--- config.mk ---
export PLATFORM = sky130hd
export DESIGN_NAME = vpe_vadd_arbiter
export DESIGN_NICKNAME = d
export VERILOG_FILES = /design/src/rtl/vpe_vadd_arbiter.sv
export SDC_FILE = /design/constraint.sdc
export NUM_CORES = 1
export LEC_CHECK = 0
export ABC_AREA = 1
export BUFFER_PORTS_ARGS = -buffer_cell sky130_fd_sc_hd__buf_4
export CAP_MARGIN = 20
export CORE_AREA = 10 10 578 580
export CTS_CLUSTER_DIAMETER = 150
export DETAILED_ROUTE_END_ITERATION = 12
export DIE_AREA = 0 0 588 590
export PLACE_DENSITY = 0.3
export SLEW_MARGIN = 20
export SYNTH_ARGS = -nofsm -noshare
export SYNTH_HDL_FRONTEND = slang
export SYNTH_SLANG_ARGS = --single-unit
--- constraint.sdc ---
create_clock -name clk -period 7.05 [get_ports clk]
set_input_delay 0.705 -clock clk [delete_from_list [all_inputs] [get_ports clk]]
set_output_delay 0.705 -clock clk [all_outputs]
set_load 0.01 [all_outputs]
--- src/rtl/vpe_vadd_arbiter.sv ---
`timescale 1ns/1ps
`default_nettype none
// vpe_vadd_arbiter: round-robin/lockable arbiter feeding a pipelined vector adder,
// with a tag pipeline that routes each result back to its requester. Rev 1.0
module vpe_vadd_arbiter #(
  parameter int NUM_REQ = 4,
  parameter int ADD_LAT = 2,
  parameter int LOCK_TO = 16
) (
  input  logic                     clk,
  input  logic                     rst,
  input  logic                     arb_en_i,
  input  logic [NUM_REQ-1:0]       req_v_i,
  input  logic [256*NUM_REQ-1:0]   req_data_i,
  input  logic [NUM_REQ-1:0]       req_relu_i,
  input  logic [5*NUM_REQ-1:0]     req_rf_idx_i,
  input  logic [2*NUM_REQ-1:0]     req_rf_mux_i,
  input  logic [NUM_REQ-1:0]       req_lock_i,
  output logic [NUM_REQ-1:0]       req_rdy_o,
  output logic [255:0]             add_data_o,
  output logic                     add_data_v_o,
  output logic                     add_en_relu_o,
  output logic [4:0]               add_rf_idx_o,
  output logic [1:0]               add_rf_mux_o,
  input  logic [63:0]              add_res_i,
  input  logic                     add_res_v_i,
  output logic [63:0]              rsp_data_o,
  output logic [NUM_REQ-1:0]       rsp_v_o,
  output logic                     busy_o,
  output logic                     err_orphan_o,
  output logic [15:0]              beat_cnt_o
);

  localparam int CNT_W = $clog2(LOCK_TO + 1);

  typedef enum logic [0:0] {
    ST_IDLE   = 1'b0,
    ST_LOCKED = 1'b1
  } state_e;

  state_e             state_q;
  logic [1:0]         ptr_q;
  logic [1:0]         owner_q;
  logic [CNT_W-1:0]   idle_cnt_q;

  logic [NUM_REQ-1:0] gnt_oh;
  logic [1:0]         gnt_idx;
  logic [1:0]         cand;
  logic               found;
  logic               accept;

  logic [255:0]       data_a   [NUM_REQ];
  logic [4:0]         rf_idx_a [NUM_REQ];
  logic [1:0]         rf_mux_a [NUM_REQ];

  for (genvar g = 0; g < NUM_REQ; g++) begin : g_unpack
    assign data_a[g]   = req_data_i[256*g +: 256];
    assign rf_idx_a[g] = req_rf_idx_i[5*g +: 5];
    assign rf_mux_a[g] = req_rf_mux_i[2*g +: 2];
  end

  logic [255:0]       add_data_q;
  logic               add_data_v_q;
  logic               add_en_relu_q;
  logic [4:0]         add_rf_idx_q;
  logic [1:0]         add_rf_mux_q;
  logic [1:0]         add_id_q;
  logic               tag_v_q  [ADD_LAT];
  logic [1:0]         tag_id_q [ADD_LAT];
  logic               err_orphan_q;
  logic [15:0]        beat_cnt_q;
  logic               tag_any;

  // A locked owner is the only eligible requester; otherwise rotate from ptr.
  always_comb begin
    gnt_oh  = '0;
    gnt_idx = '0;
    cand    = '0;
    found   = 1'b0;
    if (arb_en_i) begin
      if (state_q == ST_LOCKED) begin
        if (req_v_i[owner_q]) begin
          gnt_oh[owner_q] = 1'b1;
          gnt_idx         = owner_q;
        end
      end else begin
        for (int k = 0; k < NUM_REQ; k++) begin
          cand = ptr_q + 2'(k);
          if (!found && req_v_i[cand]) begin
            found         = 1'b1;
            gnt_idx       = cand;
            gnt_oh[cand]  = 1'b1;
          end
        end
      end
    end
  end

  assign accept    = |gnt_oh;
  assign req_rdy_o = gnt_oh;

  always_ff @(posedge clk or posedge rst) begin
    if (rst) begin
      state_q    <= ST_IDLE;
      ptr_q      <= '0;
      owner_q    <= '0;
      idle_cnt_q <= '0;
    end else if (accept) begin
      ptr_q      <= gnt_idx + 2'd1;
      idle_cnt_q <= '0;
      if (req_lock_i[gnt_idx]) begin
        state_q <= ST_LOCKED;
        owner_q <= gnt_idx;
      end else begin
        state_q <= ST_IDLE;
      end
    end else if (state_q == ST_LOCKED && arb_en_i && !req_v_i[owner_q]) begin
      // Timeout counts only while arbitration is enabled so a paused lock is kept.
      if (idle_cnt_q == CNT_W'(LOCK_TO - 1)) begin
        state_q    <= ST_IDLE;
        idle_cnt_q <= '0;
        ptr_q      <= owner_q + 2'd1;
      end else begin
        idle_cnt_q <= idle_cnt_q + CNT_W'(1);
      end
    end
  end

  always_ff @(posedge clk or posedge rst) begin
    if (rst) begin
      add_data_v_q  <= 1'b0;
      add_en_relu_q <= 1'b0;
      err_orphan_q  <= 1'b0;
      beat_cnt_q    <= '0;
      for (int i = 0; i < ADD_LAT; i++) tag_v_q[i] <= 1'b0;
    end else begin
      add_data_v_q  <= accept;
      add_en_relu_q <= accept & req_relu_i[gnt_idx];
      if (accept) beat_cnt_q <= beat_cnt_q + 16'd1;
      tag_v_q[0] <= add_data_v_q;
      for (int i = 1; i < ADD_LAT; i++) tag_v_q[i] <= tag_v_q[i-1];
      if (add_res_v_i && !tag_v_q[ADD_LAT-1]) err_orphan_q <= 1'b1;
    end
  end

  always_ff @(posedge clk) begin
    if (accept) begin
      add_data_q   <= data_a[gnt_idx];
      add_rf_idx_q <= rf_idx_a[gnt_idx];
      add_rf_mux_q <= rf_mux_a[gnt_idx];
      add_id_q     <= gnt_idx;
    end
    tag_id_q[0] <= add_id_q;
    for (int i = 1; i < ADD_LAT; i++) tag_id_q[i] <= tag_id_q[i-1];
  end

  always_comb begin
    tag_any = 1'b0;
    for (int i = 0; i < ADD_LAT; i++) tag_any = tag_any | tag_v_q[i];
    rsp_v_o = '0;
    if (add_res_v_i && tag_v_q[ADD_LAT-1]) rsp_v_o[tag_id_q[ADD_LAT-1]] = 1'b1;
  end

  assign rsp_data_o    = add_res_i;
  assign add_data_o    = add_data_q;
  assign add_data_v_o  = add_data_v_q;
  assign add_en_relu_o = add_en_relu_q;
  assign add_rf_idx_o  = add_rf_idx_q;
  assign add_rf_mux_o  = add_rf_mux_q;
  assign err_orphan_o  = err_orphan_q;
  assign beat_cnt_o    = beat_cnt_q;
  assign busy_o        = tag_any | add_data_v_q | (state_q == ST_LOCKED);

endmodule
`default_nettype wire

==> results of run 1 <==
## sequential cells by signal, summed over array words and instances, names as in the netlist
register and flops:
add_data_o 256, add_data_v_o 1, add_en_relu_o 1, add_id_q 2, add_rf_idx_o 5, add_rf_mux_o 2
beat_cnt_o 16, err_orphan_o 1, idle_cnt_q 5, owner_q 2, ptr_q 2, state_q 1
tag_id_q 4, tag_v_q 2
## cell type report
class | count | area share (%)
clock buffers | 63 | 3.66
flip-flops and latches | 300 | 24.4
repair buffers | 1402 | 29.7
multi-input cells | 1541 | 25.6
diodes | 72 | 0.499
well taps | 4325 | 15.0
inverters | 44 | 0.503
clock inverters | 27 | 0.642
## worst max-delay path by stage
| stage | slack (ps) | end | cells past startpoint |
|---|---|---|---|
| final | 2570 | add_data_o[128] | 17 |
| after global routing | 2180 | add_data_o[118] | 17 |
| after CTS | 2500 | add_data_o[128] | 17 |
| after detailed placement | 2540 | add_data_o[128] | 17 |
| after global placement | 2280 | add_data_o[160] | 15 |
| after floorplan | 1240 | owner_q[0] | 17 |
## metal layers
layer / track usage [%] / part of all wire [%] / vias up
li1: - / - / 10100
met1: 16.1 / 35 / 11500
met5: 0 / 0.62 / -
met3: 12.1 / 17 / 577
met2: 24.5 / 45 / 1646
met4: 3.09 / 2.4 / 264
## cell usage after synthesis, types with 3 or more instances
| master | instances |
|---|---|
| o21ai_1 | 360 |
| nor2_1 | 285 |
| edfxtp_1 | 265 |
| or2_0 | 231 |
| o21ai_0 | 179 |
| o211ai_2 | 148 |
| o211ai_1 | 117 |
| buf_4 | 103 |
| buf_2 | 97 |
| nand2_1 | 91 |
| inv_1 | 39 |
| buf_6 | 32 |
| dfrtp_1 | 31 |
| nand3_1 | 29 |
| or2_1 | 21 |
| or2_2 | 13 |
| ha_1 | 10 |
| a21oi_1 | 9 |
| clkbuf_1 | 8 |
| xnor2_1 | 8 |
| xor2_1 | 7 |
| nor3_1 | 6 |
| nand2_2 | 5 |
| nand4_1 | 5 |
| dfxtp_1 | 4 |
| nand3_2 | 4 |
| inv_2 | 3 |
| nor2_4 | 3 |
## per-stage QoR
stage	hold WS (ps)	util (%)
final	144	11.2
after global routing	158	11.1
after CTS	101	11.1
after detailed placement	314	10.6
after global placement	311	10.6
after floorplan	310	-
## kinds of logic after synthesis
kind of cell	Yosys count	synth area share, %
xor+xnor	15	0.662
flops	300	44.4
simple gates	700	17.4
buf+inv	285	9.18
fa+ha+maj	10	0.631
compound gates	816	27.7
## worst max-delay path: cells and delay by family, from the launching register on
kind | cells | cell delay [ps]
buffers and inverters | 6 | 1760
AOI/OAI and AO/OA | 2 | 230
adders and majority gates | 1 | 380
DFF | 1 | 550
and+or+nand+nor | 8 | 1050
## where the power goes
group	total, mW	internal, mW	switching [mW]
clock	2.56	1.43	1.13
combinational	10.4	3.31	7.09
sequential	4.28	3.70	0.574
==> impl_results.md, run 1 <==
* Initial Utilization at 6.15%
* Final instance area at between 30,000 and 40,000 sq um
* Area growth syn-to-layout at 81.9%
* Fill count at 37,600
* Core area at 323,000 sq um
* Largest net degree at the start of global routing at 110
* Final Slew Violations at 0
* F_max at 0.223 GHz
* Die ar. at 347,000 sq um
* Endpoint class of the critical path: flip-flop
* Number of global-route vias before repair at 24,200
* Total gr overflow at 0
* Register area at roughly 9000 sq um
* Critical Path Start Type: flip-flop
* Cts hold-fix bufs at 0
* Syn Inst Count at 2,126
* Placed inst area at between 30,000 and 40,000 sq um
* Unrepaired setup endpoints after global routing: false
* Synth area leader: edfxtp_1
* Buffers on Ports at 1,358
* Sink Count at 300
* Commonest non-fill, non-tap cell in the layout: buf_4
* Cts repair resizes at 0
* Final Critical Period at 4480 ps
* Rows at 209
* Synth warnings at 0
* Initial antenna violation count at ~330
* Cell Area, Synth at about 20,000 sq um
* Gr usage total at 15.4%
* Vias/cell at roughly 3.1
* Reg clk slew, reported paths at 60 ps
* Multi-input logic area at 9230 sq um
* Number of synthesized flops with an enable pin at ~270
* Post-place setup slack at 2540 ps
* Worst-Skew Late Latency at 720 ps
* CP Class: flip-flop to flip-flop
* DRT Wirelength at 282 mm
* First-pass GRT wire length at between 300 and 400 mm
* CTS tree: built
* FFs w/ async S/R, synth at 10.3%
* Synth Register Bits at 300
* Slowest cell on crit path: dfrtp_1
* Post-synthesis sequential area ratio at 44.4%
* Drt initial violations at 2,088
* Die W at 588 microns
* Worst R2R End: add_data_o[128]
* Max VDD drop at 0.409 mV
* Drt wl/cell at between 30 and 40 microns
* Maxcap violations at 0
* Maximum fanout along the worst path at 109
* Final setup TNS at 0 ps
* Reg2Reg Setup Slack at 2570 ps
* H-tree depth at 2
* DRC Markers at 0
* Worst path required time at 7570 ps
* Clock skew at 50.7 ps
* Pre-Repair DR Iteration Count at 5
* FF-to-FF Start: ptr_q[0]
* Die Y at ~590 microns
* Vias post-DR at 24,200
* Final net count at 4,482
* Leakage Power at 13.4 nW
* Root buffer cell: clkbuf_16
* Post-CTS setup buffer count at 0
* Final Hold Vio Count at 0
* Final period util at ~64%
* CP peak stage delay at 550 ps
* Actual slew at the worst max-slew pin at 963 ps
* Final non-filler cell total at between 7,000 and 8,000
* Worst min path class: input pin to asynchronous set/reset pin
* # IOs at approximately 1,500
* Critical path arrival at 5000 ps
* Worst-path cell chain: inv_2, ha_1, inv_1, nand3_1, nand2_4, inv_2, nor2_8, nand2_2, nand2_1, nand2_1, nand3_2, nand2_8, inv_16, buf_12, buf_4, o211ai_1, o21ai_1
* Post-route ant nets at 0
* Cell variety after synth at 39
* Mapped Nets at 3,268
* Synth top area share at 40.1%
* Commonest non-fill, non-tap cells in the layout: buf_4, o21ai_1, nor2_1, edfxtp_1, or2_0
* Placer Congestion at 0.894
* Placed Cells at roughly 7,600
* Status: finished, final reports clean
* Pwr Total at 17.2 mW
* Final HPWL DP at between 200 and 300 mm
* Reg2reg path depth at 17
* Slew margin rel. at 35.8%
* Top_reg_cell synth: edfxtp_1
* Power Density at 478 nW/um^2
* Layout cells sized above 1 at 48.9%
* CTS Buf Count at 51
* CTS Buffer Depth at 3
* Largest cells by area after synthesis: edfxtp_1, o211ai_2, o21ai_1
* Worst setup path startpoint: ptr_q[0]
* Final setup vio count at 0
* Synthesized area per cell at 9.33 sq um
* Final WS setup at between 2000 and 3000 ps
(Power assumes the default switching activity.)
==> inputs of run 2 (changes only) <==
==> constraint.sdc (replaced) <==
create_clock -name clk -period 4.5 [get_ports clk]
set_input_delay 0.45 -clock clk [delete_from_list [all_inputs] [get_ports clk]]
set_output_delay 0.45 -clock clk [all_outputs]
set_load 0.01 [all_outputs]
==> run 2 against run 1 <==
Against the previous run:
- critical path depth grew 2
- setup slack lost 2200 ps
- sequential share of layout area shrank 1.2 points
- cell count grew 2.4%
- largest cell class unchanged
- largest power group unchanged
==> impl_results.md, run 2 (synthesis results as in run 1) <==
* Final Hold Vio Count at 0
* Final setup vio count at 0
* Sink Count at 300
* Placed inst area at 35,000 sq um
* Area growth syn-to-layout at 91.3%
* Commonest non-fill, non-tap cell in the layout: buf_4
* Worst path required time at 5090 ps
* Leakage Power at 14.3 nW
* Power Density at 735 nW/um^2
* CTS tree: built
* H-tree depth at 2
* Status: finished, final reports clean
* DRC Markers at 0
* Post-route ant nets at 0
* Final period util at 92.7%
* Final instance area at roughly 38,000 sq um
* DRT Wirelength at around 280 mm
* Vias/cell at 3.13
* Worst-Skew Late Latency at 720 ps
* # IOs at 1,487
* Total gr overflow at 0
* Number of global-route vias before repair at 25,600
* Reg clk slew, reported paths at approximately 60 ps
* Drt initial violations at about 1,800
* Rows at 209
* Clock skew at 48.8 ps
* Final setup TNS at 0 ps
* Unrepaired setup endpoints after global routing: false
* F_max at 0.240 GHz
* Placer Congestion at a little under 0.9
* Final net count at 4,678
* Actual slew at the worst max-slew pin at 720 ps
* Commonest non-fill, non-tap cells in the layout: buf_4, o21ai_1, nor2_1, edfxtp_1, or2_0
* Die ar. at 347,000 sq um
* Root buffer cell: clkbuf_16
* Initial Utilization at 6.15%
* CTS Buffer Depth at 3
* Drt wl/cell at ~35 microns
* Largest net degree at the start of global routing at 107
* Pre-Repair DR Iteration Count at 5
* Buffers on Ports at 1,358
* Maxcap violations at 0
* Critical Path Start Type: flip-flop
* Vias post-DR at about 25,000
* Max reg flops at 256
* Die W at 588 microns
* Max VDD drop at 0.552 mV
* Final Slew Violations at 0
* Maximum fanout along the worst path at 46
* Critical path arrival at 4760 ps
* Gr usage total at between 10% and 20%
* Initial antenna violation count at 314
* Slew margin rel. at between 50 and 60%
* CP Class: flip-flop to flip-flop
* CTS Buf Count at between 40 and 50
* Die Y at 590 microns
* Worst min path class: input pin to flip-flop
* Reg2Reg Setup Slack at 330 ps
* First-pass GRT wire length at ~340 mm
* Endpoint class of the critical path: flip-flop
* Final HPWL DP at 251 mm
* Core area at 323,000 sq um
* Layout cells sized above 1 at 48.4%
* Final Critical Period at 4170 ps
==> run 2: cell types whose count changed in the layout (fill, tap and decap cells not counted), sizes merged, moves of 2 or more <==
| cell | change |
|---|---|
| buf | +75 |
| clkbuf | -4 |
| clkinv | +2 |
| diode | -9 |
| dlygate4sd3 | +123 |
| inv | +3 |
==> run 2: metal layers <==
layer | global-route usage (%) | up-vias | routed length [microns]
met5 | 0 | - | 1570
met4 | 2.70 | 240 | 6440
met3 | 11.4 | 551 | 45300
met2 | 24.7 | 1707 | 126000
met1 | 16.0 | 11900 | 101000
li1 | - | 10500 | -
==> run 2: power breakdown <==
group / internal (mW) / switching, mW / total, mW
Combinational: 6.16 / 11.1 / 17.3
Clock: 2.09 / 1.75 / 3.85
Sequential: 5.77 / 0.981 / 6.75
Total: 14.0 / 13.9 / 27.9
==> run 2: path summary, 6_finish.rpt <==
kind | cells past startpoint | start | endpoint
max in group asynchronous | 4 | rst | ptr_q[0]
setup / recovery | 19 | ptr_q[1] | add_data_o[225]
min in group asynchronous | 4 | rst | ptr_q[1]
hold / removal | 3 | req_data_i[1] | add_data_o[1]
hold reg to reg | 0 | tag_id_q[0][1] | tag_id_q[0][3]
setup reg to reg | 19 | ptr_q[1] | add_data_o[225]
==> run 2: what timing repair did <==
| item | in CTS | in global routing |
|---|---|---|
| resized for setup | 0 | 4 |
| buffers inserted | 0 | 3 |
| hold buffers | 123 | 0 |
| endpoints found under the setup margin | 0 | 10 |
| hold endpoints to repair | 121 | 0 |
==> run 2: metrics by stage <==
step / instances / power [mW] / setup slack, ps / utilization [%] / hold slack [ps]
3_3_place_gp: 7684 / 24.1 / 488 / 10.8 / 313
4_1_cts: 7896 / 28.4 / 157 / 11.7 / 0.0628
3_5_place_dp: 7684 / 24.1 / 409 / 10.8 / 312
2_1_floorplan: 2126 / 14.7 / 169 / - / 310
6_report: 7963 / 27.9 / 330 / 11.8 / 96.5
5_1_grt: 7907 / 29.6 / 36.5 / 11.7 / 45.4
==> run 2: critical path: stages, from the launching register on <==
cell           delay [ps]
dfrtp_2               480
inv_1                 250
ha_1                  350
inv_1                 120
nand3_1               120
nand2_4               120
inv_2                  70
nor2_8                120
nand2_2                80
nand3_1                70
inv_1                  40
nor2_1                280
nor2_1                120
nor2_4                130
buf_12                200
buf_12                260
buf_4                 330
o21ai_0               160
o21ai_1               120
dlygate4sd3_1         550
==> run 2: area by class of cell <==
cell class,instances,area (sq um)
sequential,300,8820
clock buffer,59,1250
tap,4325,5410
inverter,44,181
timing repair buffer,1600,12700
antenna,63,158
multi-input combinational,1542,9250
clock inverter,30,229
fill,37500,285000
==> inputs of run 3 (changes only) <==
--- a/config.mk
+++ b/config.mk
@@ -13,6 +13,7 @@
 export DETAILED_ROUTE_END_ITERATION = 12
 export DIE_AREA = 0 0 588 590
 export PLACE_DENSITY = 0.3
+export REMOVE_ABC_BUFFERS = 1
 export SLEW_MARGIN = 20
 export SYNTH_ARGS = -nofsm -noshare
 export SYNTH_HDL_FRONTEND = slang
==> run 3 against run 2 <==
Against the previous run:
- count of clock-buffer cells in the layout is 11 higher
- cell count is 0.31% higher
- via count decreased by 1.5%
- cell area grew 1.7%
- sequential power is 3.3% lower
- first-iteration DRC count decreased by 24%
- register-to-register slack got worse by 150 ps
- combinational power grew 4%
- global-route usage fell by 1.1 points
- utilization increased by 0.20 points
- setup slack got worse by 150 ps
- critical path type unchanged
- critical endpoint is now add_data_o[52]
==> impl_results.md, run 3 (synthesis results as in run 1) <==
* Status: finished, final reports clean
* # IOs at 1,487
* Clock share of power at 14.5%
* Commonest non-fill, non-tap cells in the layout: buf_4, o21ai_1, nor2_1, edfxtp_1, or2_0
* Pre-Repair DR Iteration Count at 5
* Worst path required time at 4950 ps
* NetSw at 14.0 mW
* Final period util at 96.0%
* Sequential power share at 22.7%
* Switching Share at 48.9%
* Worst-path cell chain: inv_2, ha_1, inv_1, nand3_1, nand2_4, inv_2, nor2_8, nand2_2, nand2_1, nand2_1, nand3_2, nand2_8, buf_12, buf_12, or2_0, o211ai_2, o21ai_1, dlygate4sd3_1
* Root buffer cell: clkbuf_16
* DRC Markers at 0
* Post-route ant nets at 0
* Final Slew Violations at 0
* Unrepaired setup endpoints after global routing: false
* Drt wl/cell at around 33 microns
* F_max at 0.232 GHz
* Slowest cell on crit path: dlygate4sd3_1
* CP peak stage delay at between 500 and 600 ps
* Max reg flops at 256
* Initial Utilization at 6.15%
* CTS Buf Count at 52
* Final WS setup at 182 ps
* Final Hold Vio Count at 0
* Final net count at ~4,700
* Maximum fanout along the worst path at 127
* CTS tree: built
* Final setup vio count at 0
* Combinational share of power at a little over three fifths
* Post-place setup slack at 533 ps
* Die ar. at between 300,000 and 400,000 sq um
* Buffers on Ports at 1,358
* Gr usage total at 14.1%
* Crit-path leading delay family: simple AND/OR/NAND/NOR gates
* Final HPWL DP at 226 mm
* Number of global-route vias before repair at around 26,000
* Vias/cell at roughly 3.1
* Die Y at 590 microns
* Drt initial violations at 1,342
* Rows at 209
* H-tree depth at 2
* Final Critical Period at 4320 ps
* Critical path arrival at 4770 ps
* Area growth syn-to-layout at 94.5%
* Maxcap violations at 0
* Worst-Skew Late Latency at between 700 and 800 ps
* Initial antenna violation count at 249
* First-pass GRT wire length at 318 mm
* Crit path buf inv count at 6
* Critical Path Start Type: flip-flop
* Leakage Power at roughly 15 nW
* Total gr overflow at 0
* Vias post-DR at about 25,000
* Clock skew at between 20 and 25 ps
* Power Density at 744 nW/um^2
* Fin util at 12.0%
* Actual slew at the worst max-slew pin at 856 ps
* Sink Count at 300
* Int Pwr at 14.7 mW
* Slew margin rel. at a little over two fifths
* Layout cells sized above 1 at 47.1%
* Commonest non-fill, non-tap cell in the layout: buf_4
* Largest net degree at the start of global routing at roughly 130
* DRT Wirelength at ~260 mm
* Pwr Total at 28.7 mW
* Reg clk slew, reported paths at around 60 ps
* Worst min path class: input pin to flip-flop
* Core area at 323,000 sq um
* Endpoint class of the critical path: flip-flop
* CP Class: flip-flop to flip-flop
* Placer Congestion at 0.872
* Die W at 588 microns
* CTS Buffer Depth at 3
* Hold WS at 90.0 ps
* Fill count at 37,500
* Max VDD drop at 0.504 mV
-- run 3: changes by cell type in the layout (fill, tap and decap cells not counted), moves of 4 or more --
cell	before	now
diode_2	63	42
clkbuf_1	10	16
buf_4	1451	1418
clkinv_1	13	9
dlygate4sd3_1	123	191
clkbuf_16	48	53
-- run 3: path summary, 6_finish.rpt --
check | from | endpoint | slack, ps | depth (start not counted)
worst max-delay path | ptr_q[0] | add_data_o[52] | 180 | 18
min in group asynchronous | rst | beat_cnt_o[13] | 430 | 4
max in group asynchronous | rst | owner_q[1] | 3560 | 4
worst min register to register | tag_id_q[0][1] | tag_id_q[0][3] | 320 | 0
worst max register to register | ptr_q[0] | add_data_o[52] | 180 | 18
worst min-delay path | req_data_i[181] | add_data_o[181] | 90 | 3
-- run 3: worst reg2reg max path, cell delays in order (launching register included) --
cell	delay [ps]
dfrtp_1	540
inv_2	180
ha_1	390
inv_1	130
nand3_1	140
nand2_4	130
inv_2	70
nor2_8	100
nand2_2	80
nand2_1	70
nand2_1	60
nand3_2	160
nand2_8	120
buf_12	180
buf_12	180
or2_0	810
o211ai_2	90
o21ai_1	80
dlygate4sd3_1	550
-- run 3: layout make-up --
class,count,area [sq um],share of cell area [%]
well taps,4325,5410,14.0
flip-flops and latches,300,8810,22.8
repair inverters,1,11.3,0.0292
clock inverters,24,238,0.616
inverters,44,191,0.496
multi-input cells,1541,9240,23.9
repair buffers,1641,13200,34.2
diodes,42,105,0.272
clock buffers,70,1390,3.60
-- run 3: metrics by stage --
step | setup TNS, ps | std cells | cell area (sq um)
global route | 0 | 7950 | 38500
floorplan | -2776560 | 1885 | 18200
finish | 0 | 7988 | 38600
CTS | 0 | 7940 | 38400
detailed placement | 0 | 7655 | 34800
global placement | 0 | 7655 | 34800
-- run 3: timing repair --
action | in CTS | in global routing
endpoints found under the hold margin | 155 | 0
resized for setup | 0 | 6
hold buffers | 191 | 0
endpoints found under the setup margin | 0 | 48
buffers inserted | 0 | 4
-- run 3: routing by layer --
metal  vias up  track usage (%)  wire length, microns
met2      1531             22.8                117000
met5         -            0.178                  1040
li1      10600                -                     -
met4       154             1.56                  3860
met1     11800             16.2                102000
met3       456             9.12                 36200
-- run 3: power groups by stage --
| stage | combinational, mW | clock, mW | sequential [mW] |
|---|---|---|---|
| 2_1_floorplan | 6.72 | 0 | 6.68 |
| 3_3_place_gp | 17.7 | 0 | 6.62 |
| 3_5_place_dp | 17.7 | 0 | 6.59 |
| 4_1_cts | 18.5 | 4.40 | 6.58 |
| 5_1_grt | 19.7 | 4.46 | 6.68 |
| 6_report | 18.0 | 4.16 | 6.53 |
